$ cat src/rtl/anton_neopixel_frame_scheduler_if.sv
// Handshake bundle between the register file / stream logic (master) and the
// NeoPixel frame scheduler (slave).
//   master drives : cmdStart, cmdStop, cmdInit, cmdSwap, cfgLoop, cfgFrames,
//                   streamSyncOf, initSlowDone
//   slave drives  : regCtrlInit, regCtrlRun, initSlow, bufferSel, swapAck,
//                   frameDone, frameCount, busy, errInit
interface anton_neopixel_frame_scheduler_if #(
  parameter int FRAME_BITS = 8
) ();
  logic                  cmdStart;
  logic                  cmdStop;
  logic                  cmdInit;
  logic                  cmdSwap;
  logic                  cfgLoop;
  logic [FRAME_BITS-1:0] cfgFrames;
  logic                  streamSyncOf;
  logic                  initSlowDone;

  logic                  regCtrlInit;
  logic                  regCtrlRun;
  logic                  initSlow;
  logic                  bufferSel;
  logic                  swapAck;
  logic                  frameDone;
  logic [FRAME_BITS-1:0] frameCount;
  logic                  busy;
  logic                  errInit;

  modport master (
    output cmdStart, cmdStop, cmdInit, cmdSwap, cfgLoop, cfgFrames,
           streamSyncOf, initSlowDone,
    input  regCtrlInit, regCtrlRun, initSlow, bufferSel, swapAck,
           frameDone, frameCount, busy, errInit
  );

  modport slave (
    input  cmdStart, cmdStop, cmdInit, cmdSwap, cfgLoop, cfgFrames,
           streamSyncOf, initSlowDone,
    output regCtrlInit, regCtrlRun, initSlow, bufferSel, swapAck,
           frameDone, frameCount, busy, errInit
  );
endinterface

$ cat src/rtl/anton_neopixel_frame_scheduler.sv
// NeoPixel frame scheduler: turns software commands into init/run controls,
// runs the initSlow handshake with a timeout, counts frames and swaps the
// double-buffered pixel RAM page at frame boundaries.
// Ports:
//   clk6_4mhz : stream clock (sole clock)
//   syncReset : synchronous active-high reset
//   sched     : command/config/status bundle (slave modport)
//
// state        | meaning
// -------------+------------------------------------------------------
// S_IDLE       | stream stopped, waiting for cmdStart / cmdInit
// S_INIT_PULSE | one-cycle initSlow pulse to the stream logic
// S_INIT_WAIT  | waiting for initSlowDone, bounded by INIT_TIMEOUT
// S_RUN        | streaming frames, boundaries marked by streamSyncOf
module anton_neopixel_frame_scheduler #(
  parameter int INIT_TIMEOUT = 15,
  parameter int FRAME_BITS   = 8
) (
  input logic                           clk6_4mhz,
  input logic                           syncReset,
  anton_neopixel_frame_scheduler_if.slave sched
);

  typedef enum logic [1:0] {
    S_IDLE       = 2'd0,
    S_INIT_PULSE = 2'd1,
    S_INIT_WAIT  = 2'd2,
    S_RUN        = 2'd3
  } state_t;

  // Last counter value before timeout: the wait covers INIT_TIMEOUT samples.
  localparam logic [7:0] TO_LAST = 8'(INIT_TIMEOUT - 1);

  state_t                r_state;
  logic [7:0]            r_timeout_ctr;
  logic                  r_start_pending;
  logic                  r_stop_pending;
  logic                  r_swap_pending;
  logic                  r_reg_ctrl_init;
  logic                  r_reg_ctrl_run;
  logic                  r_init_slow;
  logic                  r_buffer_sel;
  logic                  r_swap_ack;
  logic                  r_frame_done;
  logic [FRAME_BITS-1:0] r_frame_count;
  logic                  r_busy;
  logic                  r_err_init;

  logic                  w_boundary;
  logic                  w_swap_now;
  logic                  w_stop_eff;
  logic                  w_frames_reached;
  logic [FRAME_BITS-1:0] w_count_inc;

  // A cmdInit abort in RUN is not a frame boundary even if sync coincides.
  assign w_boundary  = (r_state == S_RUN) && sched.streamSyncOf && !sched.cmdInit;
  assign w_swap_now  = (r_swap_pending || sched.cmdSwap) &&
                       ((r_state != S_RUN) || w_boundary);
  assign w_stop_eff  = r_stop_pending || sched.cmdStop;
  assign w_count_inc = (r_frame_count == {FRAME_BITS{1'b1}}) ? r_frame_count
                                                             : r_frame_count + 1'b1;
  assign w_frames_reached = !sched.cfgLoop && (sched.cfgFrames != '0) &&
                            (w_count_inc == sched.cfgFrames);

  always_ff @(posedge clk6_4mhz) begin
    if (syncReset) begin
      r_state         <= S_IDLE;
      r_timeout_ctr   <= '0;
      r_start_pending <= 1'b0;
      r_stop_pending  <= 1'b0;
      r_swap_pending  <= 1'b0;
      r_reg_ctrl_init <= 1'b0;
      r_reg_ctrl_run  <= 1'b0;
      r_init_slow     <= 1'b0;
      r_buffer_sel    <= 1'b0;
      r_swap_ack      <= 1'b0;
      r_frame_done    <= 1'b0;
      r_frame_count   <= '0;
      r_busy          <= 1'b0;
      r_err_init      <= 1'b0;
    end else begin
      r_init_slow  <= 1'b0;
      r_frame_done <= 1'b0;
      r_swap_ack   <= 1'b0;

      if (w_swap_now) begin
        r_buffer_sel   <= ~r_buffer_sel;
        r_swap_ack     <= 1'b1;
        r_swap_pending <= 1'b0;
      end else if (sched.cmdSwap) begin
        r_swap_pending <= 1'b1;
      end

      case (r_state)
        S_IDLE: begin
          if ((sched.cmdStart && !sched.cmdStop) || (sched.cmdInit && !sched.cmdStart)) begin
            r_state         <= S_INIT_PULSE;
            r_init_slow     <= 1'b1;
            r_reg_ctrl_init <= 1'b1;
            r_busy          <= 1'b1;
            r_err_init      <= 1'b0;
            r_stop_pending  <= 1'b0;
            r_start_pending <= sched.cmdStart;
            if (sched.cmdStart) r_frame_count <= '0;
          end
        end

        S_INIT_PULSE: begin
          r_state       <= S_INIT_WAIT;
          r_timeout_ctr <= '0;
          if (sched.cmdStop) r_start_pending <= 1'b0;
        end

        S_INIT_WAIT: begin
          if (sched.initSlowDone) begin
            r_start_pending <= 1'b0;
            r_reg_ctrl_init <= 1'b0;
            if (r_start_pending && !sched.cmdStop) begin
              r_state        <= S_RUN;
              r_reg_ctrl_run <= 1'b1;
            end else begin
              r_state <= S_IDLE;
              r_busy  <= 1'b0;
            end
          end else if (r_timeout_ctr == TO_LAST) begin
            r_state         <= S_IDLE;
            r_err_init      <= 1'b1;
            r_reg_ctrl_init <= 1'b0;
            r_busy          <= 1'b0;
            r_start_pending <= 1'b0;
          end else begin
            r_timeout_ctr <= r_timeout_ctr + 8'd1;
            if (sched.cmdStop) r_start_pending <= 1'b0;
          end
        end

        S_RUN: begin
          if (sched.cmdInit) begin
            r_state         <= S_INIT_PULSE;
            r_init_slow     <= 1'b1;
            r_reg_ctrl_init <= 1'b1;
            r_reg_ctrl_run  <= 1'b0;
            r_start_pending <= 1'b0;
            r_stop_pending  <= 1'b0;
            r_err_init      <= 1'b0;
          end else if (sched.streamSyncOf) begin
            r_frame_done  <= 1'b1;
            r_frame_count <= w_count_inc;
            if (w_stop_eff || w_frames_reached) begin
              r_state        <= S_IDLE;
              r_reg_ctrl_run <= 1'b0;
              r_busy         <= 1'b0;
              r_stop_pending <= 1'b0;
            end
          end else if (sched.cmdStop) begin
            r_stop_pending <= 1'b1;
          end
        end

        default: r_state <= S_IDLE;
      endcase
    end
  end

  assign sched.regCtrlInit = r_reg_ctrl_init;
  assign sched.regCtrlRun  = r_reg_ctrl_run;
  assign sched.initSlow    = r_init_slow;
  assign sched.bufferSel   = r_buffer_sel;
  assign sched.swapAck     = r_swap_ack;
  assign sched.frameDone   = r_frame_done;
  assign sched.frameCount  = r_frame_count;
  assign sched.busy        = r_busy;
  assign sched.errInit     = r_err_init;

endmodule

$ cat src/flat_wrapper.sv
// flat-port wrapper written by rule: the top's interface ports become plain ports
module anton_neopixel_frame_scheduler_flat 
#(
  parameter int INIT_TIMEOUT = 15,
  parameter int FRAME_BITS   = 8
)
  (clk6_4mhz, syncReset, sched_cmdStart, sched_cmdStop, sched_cmdInit, sched_cmdSwap, sched_cfgLoop, sched_cfgFrames, sched_streamSyncOf, sched_initSlowDone, sched_regCtrlInit, sched_regCtrlRun, sched_initSlow, sched_bufferSel, sched_swapAck, sched_frameDone, sched_frameCount, sched_busy, sched_errInit);
  anton_neopixel_frame_scheduler_if #(.FRAME_BITS(FRAME_BITS)) sched_i ();
  input logic clk6_4mhz;
  input logic syncReset;
  input wire logic [$bits(sched_i.cmdStart)-1:0] sched_cmdStart;
  input wire logic [$bits(sched_i.cmdStop)-1:0] sched_cmdStop;
  input wire logic [$bits(sched_i.cmdInit)-1:0] sched_cmdInit;
  input wire logic [$bits(sched_i.cmdSwap)-1:0] sched_cmdSwap;
  input wire logic [$bits(sched_i.cfgLoop)-1:0] sched_cfgLoop;
  input wire logic [$bits(sched_i.cfgFrames)-1:0] sched_cfgFrames;
  input wire logic [$bits(sched_i.streamSyncOf)-1:0] sched_streamSyncOf;
  input wire logic [$bits(sched_i.initSlowDone)-1:0] sched_initSlowDone;
  output wire logic [$bits(sched_i.regCtrlInit)-1:0] sched_regCtrlInit;
  output wire logic [$bits(sched_i.regCtrlRun)-1:0] sched_regCtrlRun;
  output wire logic [$bits(sched_i.initSlow)-1:0] sched_initSlow;
  output wire logic [$bits(sched_i.bufferSel)-1:0] sched_bufferSel;
  output wire logic [$bits(sched_i.swapAck)-1:0] sched_swapAck;
  output wire logic [$bits(sched_i.frameDone)-1:0] sched_frameDone;
  output wire logic [$bits(sched_i.frameCount)-1:0] sched_frameCount;
  output wire logic [$bits(sched_i.busy)-1:0] sched_busy;
  output wire logic [$bits(sched_i.errInit)-1:0] sched_errInit;
  assign sched_i.cmdStart = sched_cmdStart;
  assign sched_i.cmdStop = sched_cmdStop;
  assign sched_i.cmdInit = sched_cmdInit;
  assign sched_i.cmdSwap = sched_cmdSwap;
  assign sched_i.cfgLoop = sched_cfgLoop;
  assign sched_i.cfgFrames = sched_cfgFrames;
  assign sched_i.streamSyncOf = sched_streamSyncOf;
  assign sched_i.initSlowDone = sched_initSlowDone;
  assign sched_regCtrlInit = sched_i.regCtrlInit;
  assign sched_regCtrlRun = sched_i.regCtrlRun;
  assign sched_initSlow = sched_i.initSlow;
  assign sched_bufferSel = sched_i.bufferSel;
  assign sched_swapAck = sched_i.swapAck;
  assign sched_frameDone = sched_i.frameDone;
  assign sched_frameCount = sched_i.frameCount;
  assign sched_busy = sched_i.busy;
  assign sched_errInit = sched_i.errInit;
  anton_neopixel_frame_scheduler #(.INIT_TIMEOUT(INIT_TIMEOUT), .FRAME_BITS(FRAME_BITS)) u_core (.clk6_4mhz(clk6_4mhz), .syncReset(syncReset), .sched(sched_i));
endmodule
$ cat config.mk
export PLATFORM = sky130hd
export DESIGN_NAME = anton_neopixel_frame_scheduler_flat
export DESIGN_NICKNAME = d
export VERILOG_FILES = /design/src/rtl/anton_neopixel_frame_scheduler_if.sv /design/src/rtl/anton_neopixel_frame_scheduler.sv /design/src/flat_wrapper.sv
export SDC_FILE = /design/constraint.sdc
export NUM_CORES = 1
export LEC_CHECK = 0
export CAP_MARGIN = 20
export CORE_MARGIN = 1.5
export CORE_UTILIZATION = 26
export CTS_CLUSTER_DIAMETER = 60
export DETAILED_ROUTE_END_ITERATION = 7
export GPL_TIMING_DRIVEN = 0
export RECOVER_POWER = 100
export REMOVE_ABC_BUFFERS = 1
export SLEW_MARGIN = 20
export SYNTH_ARGS = -nofsm -noshare
export SYNTH_HDL_FRONTEND = slang
export SYNTH_SLANG_ARGS = --single-unit
$ cat constraint.sdc
create_clock -name clk6_4mhz -period 5.85 [get_ports clk6_4mhz]
set_input_delay 0.585 -clock clk6_4mhz [delete_from_list [all_inputs] [get_ports clk6_4mhz]]
set_output_delay 0.585 -clock clk6_4mhz [all_outputs]
set_load 0.02 [all_outputs]
; After elaboration in Yosys (flattened, before gate mapping)
; Index checks and enable logic that the tools add are counted.
[word_totals]
register_bits = 29
output_inout_bits = 16
word_cells = 127
[classes]
addsub = 2
eq_ne = 24
muxes = 51
bitwise_logic = 2
reduce_logical = 34
[op_table]
columns = op, n
row1 = 8-bit two-way mux, 7
row2 = 8-bit case mux with 2 select lines, 2
row3 = 1-bit two-way mux, 27
row4 = 2-bit inequality test (second input constant), 9
row5 = 8-bit by 1-bit adder with 8-bit output (second input constant), 2
row6 = 5-bit AND reduction, 3
row7 = 2-bit two-way mux, 7
row8 = 4-bit AND reduction, 3
row9 = 3-bit inequality test (second input constant), 3
row10 = 1-bit case mux with 3 select lines, 3
row11 = 8-bit by 4-bit equality test with 1-bit output (second input constant), 1
row12 = 8-bit equality test, 1
row13 = 8-bit equality test (second input constant), 1
row14 = 1-bit logical AND, 8
row15 = 4-bit inequality test (second input constant), 2
row16 = 2-bit case mux with 4 select lines, 1
row17 = 8-bit nonzero test, 1
row18 = 7-bit AND reduction, 1
row19 = 2-bit by 1-bit inequality test with 1-bit output (second input constant), 3
row20 = 1-bit case mux with 2 select lines, 3
row21 = 2-bit nonzero test, 3
row22 = 1-bit logical OR, 5
row23 = 2-bit equality test (second input constant), 2
row24 = 1-bit logical NOT, 4
row25 = 10 further kinds, 11

; Longest topological paths before layout
; Gate-level depths: netlist of the first run.
[logic_depth]
ltp_word = 9
ltp_mapped = 10

; Worst setup path before layout of the first run
; Ideal clock, no wire load.
[synth_path]
kind = register to register
startpoint = register u_core.r_frame_count[1], in the netlist u_core.sched.frameCount[1]
endpoint = register u_core.r_state[0]
arrival_time_ps = 2417
required_ps = 5717
path_slack_ps = 3300
path_stages_with_launch = 10
n_path_buf = 0
period_less_slack_ps = 2550
cell_sequence = dfxtp_1 > ha_1 > nand2_2 > o41ai_2 > o2111ai_1 > a2111oi_0 > nand4_1 > o21ba_4 > a2111oi_4 > a211oi_2
[synth_between]
elab_chain_cells = 7
word_cells_on_any_way = 8
cone_classes = add/sub: 1 / eq/ne: 3 / mux: 1 / reduce/logical: 3
[synth_rtl]
columns = element, line_no
row1 = start: declaration, anton_neopixel_frame_scheduler.sv:45  ; logic [FRAME_BITS-1:0] r_frame_count;
row2 = start signal: assignment, anton_neopixel_frame_scheduler.sv:148  ; r_frame_count <= w_count_inc;
row3 = 8-bit by 1-bit adder with 8-bit output or 8-bit equality test (tied branches), "anton_neopixel_frame_scheduler.sv:61, anton_neopixel_frame_scheduler.sv:60"
row4 = 8-bit two-way mux (*), anton_neopixel_frame_scheduler.sv:60  ; assign w_count_inc = (r_frame_count == {FRAME_BITS{1'b1}}) ? r_frame_count
row5 = 8-bit equality test (*), anton_neopixel_frame_scheduler.sv:63  ; (w_count_inc == sched.cfgFrames);
row6 = 1-bit logical AND (*), anton_neopixel_frame_scheduler.sv:62  ; assign w_frames_reached = !sched.cfgLoop && (sched.cfgFrames != '0) &&
row7 = 1-bit logical OR (*), anton_neopixel_frame_scheduler.sv:149  ; if (w_stop_eff || w_frames_reached) begin
row8 = 3-bit inequality test (no line) (*), -
row9 = 4-bit AND reduction (no line) (*), -
row10 = end signal: assignment, anton_neopixel_frame_scheduler.sv:67  ; r_state <= S_IDLE;
row11 = end signal: assignment, anton_neopixel_frame_scheduler.sv:150  ; r_state <= S_IDLE;
row12 = end signal: assignment, anton_neopixel_frame_scheduler.sv:160  ; default: r_state <= S_IDLE;
row13 = end: declaration, anton_neopixel_frame_scheduler.sv:34  ; state_t r_state;
; Mark *: on every way between the ends. The rest lies on a longest branch, timed or not.
; A chain may end at the register's enable or synchronous reset.

; Final worst setup path of the first run
[layout_path]
startpoint = register u_core.r_frame_count[0], in the netlist u_core.sched.frameCount[0]
endpoint = register u_core.r_reg_ctrl_run, in the netlist u_core.sched.regCtrlRun
[layout_between]
elab_chain_cells = 7
word_cells_on_any_way = 8
cone_classes = add/sub: 1 / eq/ne: 3 / mux: 1 / reduce/logical: 3
[layout_rtl]
columns = element, line_no
row1 = 8-bit by 1-bit adder with 8-bit output or 8-bit equality test (tied branches), "anton_neopixel_frame_scheduler.sv:61, anton_neopixel_frame_scheduler.sv:60"
row2 = 8-bit two-way mux (*), anton_neopixel_frame_scheduler.sv:60
row3 = 8-bit equality test (*), anton_neopixel_frame_scheduler.sv:63
row4 = 1-bit logical AND (*), anton_neopixel_frame_scheduler.sv:62
row5 = 1-bit logical OR (*), anton_neopixel_frame_scheduler.sv:149
row6 = 3-bit inequality test (no line) (*), -
row7 = 5-bit AND reduction (no line) (*), -
row8 = end signal: assignment, anton_neopixel_frame_scheduler.sv:73  ; r_reg_ctrl_run <= 1'b0;
row9 = end signal: assignment, anton_neopixel_frame_scheduler.sv:142  ; r_reg_ctrl_run <= 1'b0;
row10 = end signal: assignment, anton_neopixel_frame_scheduler.sv:151  ; r_reg_ctrl_run <= 1'b0;
row11 = end: declaration, anton_neopixel_frame_scheduler.sv:40  ; logic r_reg_ctrl_run;
; Marks and branches as above.

==> results.cfg, run 1 <==
[yosys]
synth_compound_area_frac = 0.247
yosys.area_share.simple = 0.279
synth_top_area_cell = dfxtp_1
synth_seq_area_share = 0.308
synth_top_area_frac = 0.308
synth-edff-count = 0
synth_flop_cell = dfxtp_1
synth-adder-area-share = 0.0531
synth_cells = 235
syn_avg_cell_area_um2 = 8.02
synth_xor_area_frac = 0.0464
muxShareOfSynthArea = 0.0166
synth_area_leaders = dfxtp_1 31%, ha_1 5.3%, nor2_1 4.6%
synth_top_family_by_area = simple AND/OR/NAND/NOR gates
asyncSetResetFlopFracSynth = 0
yosysWarnings = 0
synth_area_mm2 = 0.00189
ys_types = 48
ys_ff_latch = 29

[route]
routed_via_density = 4.97
wl_per_cell_um = 12.4
firstDrtPassIters = 4
top_layer = met4
wl_met2_mm = 2.00
drcViolationCount = 0
vias = 1783
wl_met3_um = 218
final_antenna_net_count = 0
drtIter0Drc = 164
drt-met1-wl_mm = 2.17
finalWirelength_mm = 4.44

[floorplan]
rows = 30
fp.coreArea_mm2 = 0.00691
dieHeight_um = 88.2
ioPinCount = 33
die_w_um = 88.2
start_util = 0.273
fp.dieArea_mm2 = 0.00777

[sta]
finalSetupViolations = 0
maxSlewHeadroom = 0.286
max_freq_mhz = 329
period_share = 0.520
rsz0062_at_grt = no
tns_ns = 0
tightestPinTransition_ns = 1.07
finalMaxSlewViolations = 0
whs_ns = 0.454
finalHoldViolCount = 0
clock_skew_ns = 0.00801
period_needed_ns = 3.04
setup_ws_ns = 2.81

[clocking]
clock_latency_ns = 0.28
clockBufferDepth = 2
cts_sinks = 29
cts_setup_buffers = 0
cts_hold_buf = 0
tritoncts = built
clk_pin_slew_ns = 0.07
cts_root_buf = clkbuf_8
cts-buffers-inserted = 5
htreeDepth = 2
postCtsResizedCells = 0

[place]
post-place-ws_ns = 2.92
io_buffers = 32
dp_hpwl_mm = 3.31
routabilityCongestion = 0.920
place_inst = 351

[worst_setup_path]
crit_arrival_ns = 3.16
startpoint_type = flop
path_max_fanout = 9
critPathSlowestCell = dfxtp_1
worstPathRequired_ns = 5.97
crit_type = flop to flop
timing.rr.start = u_core.sched.frameCount[0]
cp-startpoint = u_core.sched.frameCount[0]
path_buf_inv = 0
slowest_delay_ns = 0.50
crit_path_cell_trace = ha_1, nand2_1, o41ai_1, o2111ai_1, a2111oi_0, nand4_1, o311ai_0, a21bo_1, a21oi_1
crit_family = compound AO/OA/AOI/OAI gates
end_kind = flop

[power_and_ir_drop]
p_leak_nw = 0.854
power.density_mw_per_mm2 = 262
vdd_drop_max_mv = 0.0835

[cells_and_area]
layout.cells.non_filler = 359
nNetsFinal = 287
area_growth_pct = 24.6
drive_above_1_share = 0.0570
antennaDiodeCount = 0
fill_cells = 744

[global_route]
grt_max_degree = 26
antenna_found_initial = 0
grt_pass1_wl_mm = 7.32
grt_pass1_vias = 1571
gr-usage-all-layers = 0.119
grt_overflow = 0

[worst_hold_path]
hold_start = u_core.sched.regCtrlInit
hold_class = flop to flop

[run_status]
run_status = completed

[flow_run]
maxCapViolCount = 0
[placed cells by master, fill, tap and decap left out, types with 2 or more instances in the layout]
cell type         n
nand3_1           9
nor3_1            6
nor3b_1           2
mux2i_1           2
or3_1             2
clkdlybuf4s50_1  13
dfxtp_1          29
a21oi_1          16
a221oi_1          2
inv_1            12
and4_1            4
nand4_1           8
and3_1            3
a2111oi_0         2
a31oi_1           8
clkbuf_8          7
nor2b_1           5
dlygate4sd3_1    19
ha_1              8
o2111ai_1         2
a211oi_1          9
xnor2_1           2
and2_1            2
nand2_1          19
nor4_1            4
xor2_1            8
nor2_1           23
o21ai_0           9
nand2b_1          7
[through the flow]
step	util	total power [mW]	instance area [µm²]
6_report	0.340	0.614	2350
5_1_grt	0.340	0.653	2350
4_1_cts	0.344	0.633	2380
3_5_place_dp	0.330	0.449	2280
3_3_place_gp	0.330	0.445	2280
2_1_floorplan	-	0.381	1840
[synthesized netlist by cell type (2+ instances only)]
library cell,n
a2111oi_0,2
o21ai_0,8
nor3_1,6
inv_1,12
or3_1,2
nor2_1,23
xor2_1,8
nor3b_1,2
dfxtp_1,29
nand2_2,2
a31oi_1,8
clkbuf_1,8
nand4_1,8
xnor2_1,2
and2_1,2
nor2b_1,5
buf_2,4
nand3_1,9
and4_1,4
a211oi_1,9
o2111ai_1,2
nor4_1,4
a221oi_1,2
o41ai_2,2
a21oi_1,16
nand2_1,18
nand2b_1,7
ha_1,8
mux2i_1,2
and3_1,3
[tightest hold or removal path: cells and delay by family (launching register included)]
| family | cells | cell delay, ns |
|---|---|---|
| compound gates | 1 | 0.05 |
| flops | 1 | 0.31 |
| simple gates | 1 | 0.05 |
[layout make-up]
cell class | count | area, µm² | share of cell area
sequential | 29 | 581 | 0.247
inverter | 12 | 45.0 | 0.0192
clock inverter | 1 | 5.00 | 0.00213
multi-input combinational | 182 | 1180 | 0.503
timing repair buffer | 32 | 320 | 0.136
clock buffer | 7 | 96.3 | 0.0410
tap | 96 | 120 | 0.0511
[final timing paths]
kind                         endpoint  depth (start not counted)  slack, ns
min reg2reg  u_core.sched.regCtrlInit                          2       0.45
max           u_core.sched.regCtrlRun                          9       2.81
max reg2reg   u_core.sched.regCtrlRun                          9       2.81
min          u_core.sched.regCtrlInit                          2       0.45
[per-layer routing]
metal / vias up / global-route usage
met4: 0 / 0.0341
met5: - / 0
met3: 6 / 0.0339
met1: 822 / 0.152
met2: 35 / 0.196
li1: 920 / -
[cells by family after synthesis]
logic type,Yosys count
flops,29
simple gates,99
xor+xnor,10
mux,3
buf+inv,24
fa+ha+maj,8
compound gates,62
[report_power, final]
part           internal, mW  switching (mW)
clock                 0.106          0.0750
sequential            0.215          0.0116
combinational        0.0840           0.122
total                 0.406           0.209
Power figures use the tool's default switching activity.
==> inputs of run 2 (changes only) <==
Clock period 5.85 ns to 2.6 ns, I/O delays scaled along.
==> results.cfg, run 2 (synthesized netlist as in run 1, its figures left out) <==
[global_route]
met1_usage = 0.152
gr-usage-all-layers = 0.119
met2_usage = 0.196
grt_pass1_vias = 1571
grt_pass1_wl_mm = 7.32
antenna_found_initial = 0
busiest_layer = met2
grt_overflow = 0
use_met3 = 0.0339
grt_max_degree = 26

[clocking]
cts-buffers-inserted = 5
htreeDepth = 2
cts_root_buf = clkbuf_8
clk_pin_slew_ns = 0.07
clock_latency_ns = 0.28
cts_sinks = 29
clockBufferDepth = 2
cts_setup_buffers = 0
tritoncts = built
cts_hold_buf = 0

[place]
dp_hpwl_mm = 3.31
place_inst = 351
routabilityCongestion = 0.920
io_buffers = 32
post-place-ws_ns = -0.330

[power_and_ir_drop]
power.density_mw_per_mm2 = 581
p_leak_nw = 0.855
vdd_drop_max_mv = 0.188
design_power_total_mw = 1.39

[run_status]
run_status = completed

[sta]
maxSlewHeadroom = 0.309
period_share = 0.952
rsz0062_at_grt = no
setup_ws_ns = 0.126
finalHoldViolCount = 0
max_freq_mhz = 404
tightestPinTransition_ns = 1.03
clock_skew_ns = 0.00827
finalSetupViolations = 0
period_needed_ns = 2.47
finalMaxSlewViolations = 0

[floorplan]
rows = 30
start_util = 0.273
fp.dieArea_mm2 = 0.00777
fp.coreArea_mm2 = 0.00691
ioPinCount = 33
die_w_um = 88.2
dieHeight_um = 88.2

[worst_setup_path]
timing.reg2reg.setup_slack_ns = 0.13
timing.rr.start = u_core.r_timeout_ctr[4]
worstPathRequired_ns = 2.72
end_kind = flop
ff2ff_path_depth = 8
critPathCapture = u_core.r_state[0]
slowest_delay_ns = 0.50
path_max_fanout = 6
rr_endpoint = u_core.r_state[0]
crit_type = flop to flop
crit_path_cell_trace = or4_4, o21ai_0, or2b_4, nand2_1, or3_1, o21ba_4, a2111oi_4, a211oi_2
startpoint_type = flop
cp-startpoint = u_core.r_timeout_ctr[4]
crit_arrival_ns = 2.59
critPathSlowestCell = or4_4

[route]
drcViolationCount = 0
final_antenna_net_count = 0
finalWirelength_mm = 4.44
vias = 1776
wl_per_cell_um = 12.4
firstDrtPassIters = 4
drtIter0Drc = 143
routed_via_density = 4.95

[cells_and_area]
antennaDiodeCount = 0
final_common_cell = dfxtp_1
area_growth_pct = 26.9
drive_above_1_share = 0.0951
layout_common_cells = 24 x dfxtp_1, 23 x nor2_1, 19 x nand2_1
fill_cells = 740
nNetsFinal = 287
layout.cells.non_filler = 359

[flow_run]
maxCapViolCount = 0

[worst_hold_path]
hold_class = flop to flop
==> run 2: cell types whose count changed in the layout (fill, tap and decap cells not counted), moves of 2 or more <==
cell,previous run,this run
dfxtp_1,29,24
dfxtp_2,0,3
clkdlybuf4s50_1,13,15
dfxtp_4,0,2
dlygate4sd3_1,19,17
==> run 2: repair_timing <==
action | CTS | global route
endpoints found under the hold margin | 0 | 0
gates resized for setup | 7 | 4
pin swaps | 1 | 2
setup endpoints to repair | 4 | 3
==> run 2: report_power, final <==
group / internal (mW) / switching, mW / leakage, nW
Sequential: 0.483 / 0.0265 / 0.239
Clock: 0.239 / 0.168 / 0.0542
Combinational: 0.198 / 0.276 / 0.561
Total: 0.920 / 0.470 / 0.855
==> run 2: through the flow <==
| step | setup TNS [ns] | hold slack, ns | util | cell area (µm²) |
|---|---|---|---|---|
| 6_report | 0 | 0.456 | 0.347 | 2390 |
| 5_1_grt | 0 | 0.476 | 0.347 | 2390 |
| 4_1_cts | 0 | 0.465 | 0.347 | 2400 |
| 3_5_place_dp | -0.954 | 0.458 | 0.330 | 2280 |
| 3_3_place_gp | -1.05 | 0.447 | 0.330 | 2280 |
| 2_1_floorplan | 0 | 0.325 | - | 1840 |
==> run 2: routing by layer <==
layer	share of wire	wire length, µm
met1	0.48	2150
met2	0.45	2020
met3	0.048	215
met5	0	0
met4	0.013	58
==> run 2: how the worst min path moves through the flow <==
stage | from | to | slack, ns | depth (start not counted)
after global routing | u_core.sched.regCtrlInit | u_core.sched.regCtrlInit | 0.48 | 2
final | u_core.sched.regCtrlInit | u_core.sched.regCtrlInit | 0.46 | 2
after CTS | u_core.sched.regCtrlInit | u_core.sched.regCtrlInit | 0.46 | 2
after global placement | u_core.sched.regCtrlInit | u_core.sched.regCtrlInit | 0.45 | 2
after floorplan | syncReset | u_core.r_state[0] | 0.32 | 1
after detailed placement | u_core.sched.regCtrlInit | u_core.sched.regCtrlInit | 0.46 | 2
==> run 2: layout make-up <==
type / count / area [µm²] / share of cell area
Inverter: 12 / 45.0 / 0.0188
Timing Repair Buffer: 32 / 320 / 0.134
Clock buffer: 7 / 96.3 / 0.0403
Clock inverter: 1 / 5.00 / 0.00209
Tap cell: 96 / 120 / 0.0502
Sequential cell: 29 / 592 / 0.247
Multi-Input combinational cell: 182 / 1210 / 0.508
==> run 2: critical path, delay by kind of cell, from the launching register on <==
kind,cells,cell delay (ns)
flip-flops,1,0.34
AND/OR/NAND/NOR,4,1.17
AO/OA/AOI/OAI,4,0.81
